**config.mk**
```make
export PLATFORM = sky130hd
export DESIGN_NAME = play_core
export DESIGN_NICKNAME = d
export VERILOG_FILES = /design/src/rtl/play_core.sv
export SDC_FILE = /design/constraint.sdc
export NUM_CORES = 1
export LEC_CHECK = 0
export CORE_ASPECT_RATIO = 0.5
export CORE_MARGIN = 5
export CORE_UTILIZATION = 25
export CTS_CLUSTER_DIAMETER = 200
export DETAILED_ROUTE_END_ITERATION = 7
export GPL_ROUTABILITY_DRIVEN = 0
export SLEW_MARGIN = 30
export SYNTH_ARGS = -nofsm -noshare
export SYNTH_HDL_FRONTEND = slang
export SYNTH_SLANG_ARGS = --single-unit
```
**constraint.sdc**
```tcl
create_clock -name i_clk -period 5.05 [get_ports i_clk]
set_clock_uncertainty 0.1 [all_clocks]
set_input_delay 1.515 -clock i_clk [delete_from_list [all_inputs] [get_ports i_clk]]
set_output_delay 1.515 -clock i_clk [all_outputs]
set_load 0.05 [all_outputs]
```
**src/rtl/play_core.sv**
```systemverilog
// Playback engine: reads a length word at play_base, then streams samples base+1..base+N to the DAC path.
// Optional build macro PLAY_LOOP_EN restarts from base+1 after the last sample until play_stop.
module play_core (
    input  logic        i_clk,
    input  logic        i_rst_n,
    input  logic        play_start,
    input  logic [22:0] play_base,
    input  logic        play_pause,
    input  logic        play_stop,
    output logic        play_done,
    output logic        play_read,
    output logic [22:0] play_addr,
    input  logic [31:0] play_readdata,
    output logic        play_write,
    output logic [31:0] play_writedata,
    input  logic        play_sdram_finished,
    output logic [31:0] play_audio_data,
    output logic        play_audio_valid,
    input  logic        play_audio_ready
);

    // state    | meaning
    // IDLE     | waiting for play_start, tracking play_base
    // READ_LEN | reading the length word at base
    // FETCH    | reading the next sample (request held back while paused)
    // OUTPUT   | presenting the sample until the DAC path accepts it
    // DRAIN    | stopped mid-read, waiting for the SDRAM to finish
    typedef enum logic [2:0] {
        IDLE,
        READ_LEN,
        FETCH,
        OUTPUT,
        DRAIN
    } state_t;

    state_t      state;
    logic [22:0] addr;
    logic [22:0] base_q;
    logic [22:0] remaining;
    logic [31:0] sample;
    logic        read_q;
    logic        fin;
    logic        done_c;
`ifdef PLAY_LOOP_EN
    logic [22:0] len_q;
`endif

    // A finish only counts against a request we actually have outstanding.
    assign fin = read_q && play_sdram_finished;

    assign play_read        = read_q;
    assign play_addr        = addr;
    assign play_audio_valid = (state == OUTPUT);
    assign play_audio_data  = sample;
    assign play_write       = 1'b0;
    assign play_writedata   = 32'h0;
    assign play_done        = done_c && i_rst_n;

    always_comb begin
        done_c = 1'b0;
        case (state)
            READ_LEN: done_c = fin && (play_stop || (play_readdata[22:0] == 23'h0));
            FETCH:    done_c = play_stop && (fin || !read_q);
            OUTPUT: begin
                if (play_stop)
                    done_c = 1'b1;
`ifndef PLAY_LOOP_EN
                else if (play_audio_ready && (remaining == 23'h0))
                    done_c = 1'b1;
`endif
            end
            DRAIN:    done_c = fin;
            default:  done_c = 1'b0;
        endcase
    end

    always_ff @(posedge i_clk) begin
        if (!i_rst_n) begin
            state     <= IDLE;
            addr      <= 23'h0;
            base_q    <= 23'h0;
            remaining <= 23'h0;
            sample    <= 32'h0;
            read_q    <= 1'b0;
`ifdef PLAY_LOOP_EN
            len_q     <= 23'h0;
`endif
        end else begin
            case (state)
                IDLE: begin
                    addr   <= play_base;
                    base_q <= play_base;
                    if (play_start) begin
                        state  <= READ_LEN;
                        read_q <= 1'b1;
                    end
                end
                READ_LEN: begin
                    if (fin) begin
                        read_q    <= 1'b0;
                        remaining <= play_readdata[22:0];
                        addr      <= base_q + 23'd1;
`ifdef PLAY_LOOP_EN
                        len_q     <= play_readdata[22:0];
`endif
                        if (play_stop || (play_readdata[22:0] == 23'h0)) begin
                            state <= IDLE;
                        end else begin
                            state  <= FETCH;
                            read_q <= !play_pause;
                        end
                    end else if (play_stop) begin
                        state <= DRAIN;
                    end
                end
                FETCH: begin
                    // A stop while paused has no transaction to wait for.
                    if (play_stop) begin
                        if (fin || !read_q) begin
                            state  <= IDLE;
                            read_q <= 1'b0;
                        end else begin
                            state <= DRAIN;
                        end
                    end else if (fin) begin
                        sample    <= play_readdata;
                        addr      <= addr + 23'd1;
                        remaining <= remaining - 23'd1;
                        read_q    <= 1'b0;
                        state     <= OUTPUT;
                    end else if (!read_q && !play_pause) begin
                        read_q <= 1'b1;
                    end
                end
                OUTPUT: begin
                    if (play_stop) begin
                        state <= IDLE;
                    end else if (play_audio_ready) begin
                        if (remaining == 23'h0) begin
`ifdef PLAY_LOOP_EN
                            addr      <= base_q + 23'd1;
                            remaining <= len_q;
                            state     <= FETCH;
                            read_q    <= !play_pause;
`else
                            state     <= IDLE;
`endif
                        end else begin
                            state  <= FETCH;
                            read_q <= !play_pause;
                        end
                    end
                end
                DRAIN: begin
                    if (fin) begin
                        read_q <= 1'b0;
                        state  <= IDLE;
                    end
                end
                default: begin
                    state  <= IDLE;
                    read_q <= 1'b0;
                end
            endcase
        end
    end

endmodule

```
== Yosys cells after proc, flatten, opt, wreduce, memory -nomap -nowiden ==
Cells that the tools add are included.

* Register bits: 105
* Latch bits: 0
* Bits in writable memories: 0
* ROM bits: 0
* Bits of input ports: 62
* Memories kept: 0

* $add $sub $neg: 3
* Multiply operators: 0
* Divide/modulo/power cells: 0
* Magnitude comparators: 0
* Equal/unequal tests: 17
* Shift-type cells: 0
* Multiplexer cells: 35
* Bitwise logic cells: 1
* Reduce and logical (&&, ||, !) cells: 20

{| class="wikitable"
|+ Operators by type and width
! operator !! count
|-
| 23-bit two-way mux || 6
|-
| 23-bit one-hot mux with 3 select lines || 1
|-
| 23-bit by 1-bit adder with 23-bit output (second input constant) || 2
|-
| 23-bit zero test || 2
|-
| 23-bit one-hot mux with 2 select lines || 1
|-
| 3-bit two-way mux || 9
|-
| 23-bit by 1-bit subtractor with 23-bit output (second input constant) || 1
|-
| 3-bit one-hot mux with 5 select lines || 1
|-
| 2-bit inequality test (second input constant) || 7
|-
| 1-bit two-way mux || 13
|-
| 3-bit inequality test (second input constant) || 3
|-
| 4-bit AND reduction || 2
|-
| 8-bit AND reduction || 1
|-
| 3-bit by 2-bit == test with 1-bit output (second input constant) || 2
|-
| 1-bit logical AND || 6
|-
| 1-bit one-hot mux with 5 select lines || 1
|-
| 5-bit AND reduction || 1
|-
| 2-bit two-way mux || 2
|-
| 4-bit inequality test (second input constant) || 1
|-
| 1-bit one-hot mux with 4 select lines || 1
|-
| 3-bit by 1-bit == test with 1-bit output (second input constant) || 1
|-
| 3-bit == test (second input constant) || 1
|-
| 3-bit zero test || 1
|-
| 3-bit by 2-bit inequality test with 1-bit output (second input constant) || 1
|-
| 7 further kinds || 9
|}

== Depth between registers and ports, before layout ==
Gate-level depths: netlist of the first run.

* Word-level depth: 6
* Mapped depth: 13
* Gate-level depth less buffers: 9

== Worst setup path after synthesis of the first run ==
OpenSTA, ideal clock, no wires.

* Path kind: input to output
* From: input port play_readdata[17]
* To: output port play_done
* Arrival: 3,438 ps
* Data required time: 3,435 ps
* Setup slack: -3 ps
* Stages on the path: 5
* Cell sequence: nor4_1 -> nand4_1 -> o21bai_1 -> a31oi_1 -> a221oi_1

* Longest elaborated chain between the ends: 5

{| class="wikitable"
|+ Ends and longest elaborated chain
! what !! line !! RTL
|-
| start, declared || 13 || <nowiki>input logic [31:0] play_readdata,</nowiki>
|-
| 23-bit zero test || 62 || <nowiki>READ_LEN: done_c = fin && (play_stop || (play_readdata[22:0] == 23'h0));</nowiki>
|-
| 1-bit logical OR || 62 ||
|-
| 1-bit logical AND || 62 ||
|-
| 1-bit one-hot mux with 4 select lines || 61 || <nowiki>case (state)</nowiki>
|-
| 1-bit logical AND || 57 || <nowiki>assign play_done = done_c && i_rst_n;</nowiki>
|-
| end, declared || 10 || <nowiki>output logic play_done,</nowiki>
|}

No other way between the ends.

== Worst setup path after layout of the first run ==
* From: input port play_readdata[2]
* To: output port play_done

The elaborated chain is that of the path after synthesis.

==> summary.txt, run 1 <==
Route
  • Vias per inst: 5.17
  • WL/cell: 17.2 um
  • Met3 routed WL: 1120 um
  • Metal-1 WL: 10000 um
  • DRT antenna net count: 0
  • Initial DRC count: 638
  • DRC viols: 0
  • Drt first pass iters: 5
  • Via count: 6628
  • WL final: 22000 um
  • WL met2: 10300 um
  • Top sig layer: met4

STA
  • Fin crit period: 4.96 ns
  • Fin. max-slew vios: 0
  • Hold Vio Cnt, Final: 0
  • Final setup violation count: 0
  • Final worst slack: 0.0897 ns
  • WHS: 0.355 ns
  • Fin crit share: 98.2%
  • Slew of the pin with the lowest slew margin: 0.946 ns
  • Slew headroom: 36.9%
  • Fmax: 202 MHz

Global routing
  • Grt ovf: 0
  • First-pass GRT wire length: 34000 um
  • Overall routing resource usage: 14.8%
  • Vias in the first global route: 6076
  • Largest net degree at the start of global routing: 82
  • Antenna violations before repair: 1

Power
  • Leakage: 2.87 nW
  • Reg power frac: 35.9%
  • Power Dens Cells: 407 nW/um^2
  • Sw Ratio: 45.4%
  • Switching Power: 1.50 mW
  • Clock group share of total power: 20.5%
  • Total power draw: 3.29 mW
  • Combinational Power Share: 43.6%
  • Peak VDD IR: 217 uV
  • Pint: 1.80 mW

Synthesis
  • Register area share after synthesis: 33.7%
  • Share of the synthesized area in the top cell type: 33.7%
  • Largest cells by area after synthesis: dfxtp_1 (34%), nand2_1 (10%), a21oi_1 (7.1%), buf_4 (4.0%), o21ai_0 (3.3%)
  • Distinct cells, synth: 78
  • Post-synth top flop: dfxtp_1
  • Synthesized instance count: 834
  • Synth area leader: dfxtp_1
  • Xor and xnor area share after synthesis: 1.68%
  • Post-synthesis register bit count: 105
  • Adder-cell share of the synthesized area: 0.401%
  • Netlist Area Pre-Place: 6240 sq um
  • YS warnings: 0
  • Simple-Gate Fraction of Synth Area: 27.6%
  • Number of enable flip-flop cells after synthesis: 0
  • Synthesized area per cell: 7.49 sq um
  • Main combinational cell family by area after synthesis: simple AND/OR/NAND/NOR gates
  • Synth Area in Compound Gates: 24.0%
  • Post-synth ARST share: 0%
  • Mux cell area share after synthesis: 4.17%

Critical path
  • Max FO, Critical Path: 2
  • Crit path buf inv count: 3
  • Largest stage delay, worst path: 0.45 ns
  • Worst Setup Path Type: in2out
  • CP delay by family, top: buffers and inverters
  • Crit path DAT: 3.35 ns
  • Worst path cell trace: clkdlybuf4s50_1 > nor4_2 > nand4_1 > buf_4 > o21bai_4 > a31oi_4 > a221oi_2 > clkbuf_16
  • CP max stage cell: clkdlybuf4s50_1
  • CP Launch Type: input pin
  • WP data required: 3.44 ns
  • Crit. End Element: primary output

Placement
  • Place WS: -0.169 ns
  • Number of port buffers: 119
  • DP HPWL: 15400 um

Min path
  • Min-Delay Path Class: reg2reg

Floorplanning
  • Die Wd: 233 um
  • Starting density of the core: 25.7%
  • Die Y: 122 um
  • # IOs: 153
  • Std cell rows: 40
  • Die area: 28400 sq um
  • Core footprint: 24300 sq um

Job
  • Max-Cap Viols: 0

Outcome
  • Outcome: finished clean

Clock tree
  • CTS Sinks: 105
  • # H-tree levels: 3
  • TritonCTS clock tree: yes
  • CTS buffer count: 9
  • Worst skew pair latency: 0.35 ns
  • Root Driver: clkbuf_16
  • Cts hold-fix bufs: 0
  • Clock-pin transition on the worst setup and hold timing paths: 0.07 ns
  • Maximum clock path buffer count: 2

Layout
  • Area Growth Syn to Fin: 29.5%
  • Layout cell share with drive strength beyond 1: 8.48%
  • Nets: 1002
  • Area of the multi-input gates: 3800 sq um
  • Register area: 2100 sq um
  • Utilization after layout: 33.3%
  • Fillers: 2543
cell type report:
cell class              count  share of cell area, %
diodes                      2                 0.0619
clock buffers              12                   3.05
clock inverters             4                  0.325
inverters                  12                  0.557
multi-input cells         661                   47.0
flip-flops and latches    105                   26.0
well taps                 336                   5.20
repair buffers            149                   17.8
path summary, 6_finish.rpt:
| path | startpoint | to | slack, ns | depth (start not counted) |
|---|---|---|---|---|
| hold reg to reg | base_q[22] | base_q[22] | 0.36 | 2 |
| setup reg to reg | state[2] | play_addr[16] | 1.39 | 9 |
| hold / removal | base_q[22] | base_q[22] | 0.36 | 2 |
| setup / recovery | play_readdata[2] | play_done | 0.09 | 8 |
synth_stat cells, drive strengths merged, types with 4 or more instances:
library cell / number
a21boi: 7
a21oi: 89
a221oi: 4
a22oi: 8
a31oi: 15
and2: 12
and3: 6
buf: 49
clkbuf: 39
dfxtp: 105
inv: 12
mux2: 6
mux2i: 18
nand2: 173
nand3: 24
nand4: 17
nor2: 42
nor2b: 5
nor3: 31
nor4: 12
o211ai: 17
o21a: 6
o21ai: 42
o221a: 4
o31ai: 5
or3: 4
or4: 8
or4b: 4
xnor2: 6
xor2: 6
cell usage in the layout (no fill, tap or decap), drive strengths merged, types with 12 or more instances in the layout:
cell type	count
clkbuf	13
nor2	42
nor3	31
dfxtp	105
inv	13
o21ai	42
nand3	24
clkdlybuf4s50	109
buf	30
mux2i	18
a21oi	89
conb	33
o211ai	17
and2	12
nand4	17
a31oi	15
nand2	173
nor4	12
through the flow:
stage	setup TNS (ns)	instances	cell area (sq um)
global route	-0.00306	1280	8080
detailed placement	-0.169	1263	7750
CTS	0	1279	8040
floorplan	0	866	6370
finish	0	1281	8090
global placement	-0.185	1263	7750
cells by family after synthesis:
| logic type | Yosys count |
|---|---|
| AND/OR/NAND/NOR | 355 |
| AO/OA/AOI/OAI | 235 |
| flip-flops | 105 |
| buffers and inverters | 100 |
| multiplexers | 24 |
| XOR/XNOR | 12 |
| adder cells (fa/ha/maj) | 2 |
| other | 1 |
tightest hold or removal path: cells and delay by family, from the launching register on:
| family | cells | cell delay [ns] |
|---|---|---|
| AOI/OAI and AO/OA | 1 | 0.05 |
| DFF | 1 | 0.31 |
| and+or+nand+nor | 1 | 0.05 |
power groups by stage:
stage | Clock [mW] | Sequential, mW | Combinational [mW]
finish | 0.674 | 1.18 | 1.44
global route | 0.720 | 1.21 | 1.55
CTS | 0.694 | 1.17 | 1.42
detailed placement | 0 | 1.19 | 1.42
global placement | 0 | 1.19 | 1.40
floorplan | 0 | 1.37 | 0.750
sequential cells by signal, indices dropped and copies added, names as in the netlist:
signal / flops
play_addr: 23
play_audio_data: 32
base_q: 23
play_read: 1
remaining: 23
state: 3
layer usage:
layer,up-vias,global-route usage (%)
met4,0,5.31
met2,239,23.4
li1,3158,-
met5,-,0
met3,35,2.59
met1,3196,20.3
timing repair:
| item | in CTS | in global routing |
|---|---|---|
| endpoints found under the setup margin | 1 | 1 |
| buffers inserted | 0 | 0 |
| resized for setup | 7 | 9 |
| pin swaps | 5 | 4 |
Power figures use the tool's default switching activity.
==> run 2, diff against run 1 <==
- RECOVER_POWER: default -> 25
==> run 2 against run 1 <==
  * Non-clock buffer count unchanged
  * Global-route usage did not move
  * Total power hardly changed
  * Wire length barely moved
  * Register-to-register slack barely moved
  * Cell count unchanged
  * Flip-flop and latch count is the same
  * Sequential share of layout area hardly changed
  * First-iteration DRC count is 1.4% higher
  * Setup slack better by 0.0045 ns
  * The run now ends with capacitance limit, slew limit left
  * Clock-buffer cell count is the same
==> summary.txt, run 2 (synthesized netlist as in run 1, its figures left out) <==
Placement
  • Place WS: -0.169 ns
  • Number of port buffers: 119
  • DP HPWL: 15400 um
  • DP Area: 7750 sq um
  • Post-Place Cells: 1263

Clock tree
  • Maximum clock path buffer count: 2
  • # H-tree levels: 3
  • TritonCTS clock tree: yes
  • Cts hold-fix bufs: 0
  • CTS buffer count: 9
  • Root Driver: clkbuf_16
  • Worst skew pair latency: 0.35 ns
  • CTS Sinks: 105
  • Clock-pin transition on the worst setup and hold timing paths: 0.07 ns

STA
  • Final setup violation count: 0
  • WHS: 0.352 ns
  • Total Neg Setup Slack: 0 ns
  • Hold Vio Cnt, Final: 0
  • Slew headroom: -23.0%
  • Slew of the pin with the lowest slew margin: 1.84 ns
  • Final worst slack: 0.0942 ns
  • Fin. max-slew vios: 82
  • Fin crit share: 98.1%
  • Fin crit period: 4.96 ns
  • Fmax: 202 MHz

Floorplanning
  • Die Wd: 233 um
  • # IOs: 153
  • Core footprint: 24300 sq um
  • Std cell rows: 40
  • Starting density of the core: 25.7%
  • Die Y: 122 um
  • Die area: 28400 sq um

Route
  • Via count: 6625
  • WL final: 22000 um
  • WL/cell: 17.1 um
  • DRT antenna net count: 0
  • Drt first pass iters: 5
  • Vias per inst: 5.17
  • DRC viols: 0
  • Initial DRC count: 647

Power
  • Peak VDD IR: 217 uV
  • Leakage: 2.92 nW
  • Total power draw: 3.29 mW
  • Power Dens Cells: 408 nW/um^2

Critical path
  • Worst Setup Path Type: in2out
  • Max FO, Critical Path: 2
  • CP Launch Type: input pin
  • WP data required: 3.44 ns
  • Crit. End Element: primary output
  • Crit path DAT: 3.34 ns

Layout
  • Layout cell share with drive strength beyond 1: 8.38%
  • Fin cells: 1281
  • Most common cell after layout, fill and taps aside: nand2_1
  • Commonest non-fill, non-tap cells in the layout: nand2_1 (172), dfxtp_1 (105), clkdlybuf4s50_1 (93)
  • Nets: 1002
  • Utilization after layout: 33.3%
  • Cell area after layout: 8080 sq um
  • Max reg flops: 32
  • Area Growth Syn to Fin: 29.5%

Job
  • Max-Cap Viols: 1

Outcome
  • Failing checks: capacitance limit, slew limit
  • Outcome: complete, but fails checks

Global routing
  • Overall routing resource usage: 14.8%
  • Grt ovf: 0
  • Antenna violations before repair: 1
  • First-pass GRT wire length: 34000 um
  • Largest net degree at the start of global routing: 82
  • Vias in the first global route: 6076

Min path
  • Min-Delay Path Class: reg2reg
==> run 2: changes by cell type in the layout (fill, tap and decap cells not counted) <==
cell and delta:
dlygate4sd3_1 +16, buf_4 -1, inv_2 -1, clkdlybuf4s50_1 -16, clkbuf_2 +1, inv_1 +1
==> run 2: repair_timing <==
item | 4_1_cts | 5_1_grt
endpoints found under the hold margin | 0 | 0
setup endpoints to repair | 1 | 1
pin swaps | 5 | 4
gates resized for setup | 7 | 9
setup buffers | 0 | 0
==> run 2: layout make-up <==
| type | instances | area [sq um] |
|---|---|---|
| timing repair buffer | 149 | 1440 |
| multi-input combinational | 661 | 3800 |
| antenna | 2 | 5.00 |
| clock buffer | 12 | 246 |
| inverter | 12 | 45.0 |
| fill | 2544 | 16200 |
| clock inverter | 4 | 26.3 |
| sequential | 105 | 2100 |
| tap | 336 | 420 |
==> run 2: worst paths after layout <==
| check | startpoint | end | slack (ns) | depth (start not counted) |
|---|---|---|---|---|
| setup / recovery | play_readdata[2] | play_done | 0.09 | 8 |
| hold / removal | play_audio_data[23] | play_audio_data[23] | 0.35 | 2 |
| setup reg to reg | state[2] | play_addr[16] | 1.38 | 9 |
| hold reg to reg | play_audio_data[23] | play_audio_data[23] | 0.35 | 2 |
==> run 2: layer usage <==
metal / up-vias / track usage [%] / part of all wire, %
li1: 3157 / - / -
met1: 3176 / 20.3 / 45
met2: 254 / 23.4 / 47
met3: 38 / 2.59 / 5.5
met4: 0 / 5.31 / 2.4
met5: - / 0 / 0
==> run 2: worst max-delay path: stages <==
cell             delay, ns
clkdlybuf4s50_1       0.45
nor4_2                0.23
nand4_1               0.16
buf_4                 0.19
o21bai_4              0.14
a31oi_4               0.11
a221oi_2              0.31
clkbuf_16             0.22
==> run 2: where the power goes <==
part	total, mW	internal [mW]	switching (mW)
clock	0.675	0.349	0.326
combinational	1.44	0.480	0.959
sequential	1.18	0.967	0.214
total	3.29	1.80	1.50
==> run 3, diff against run 2 <==
- CAP_MARGIN: default -> 15
- TNS_END_PERCENT: default -> 10
==> results of run 3 <==
Same layout as run 2: the final DEF is identical, and so are final timing and power.
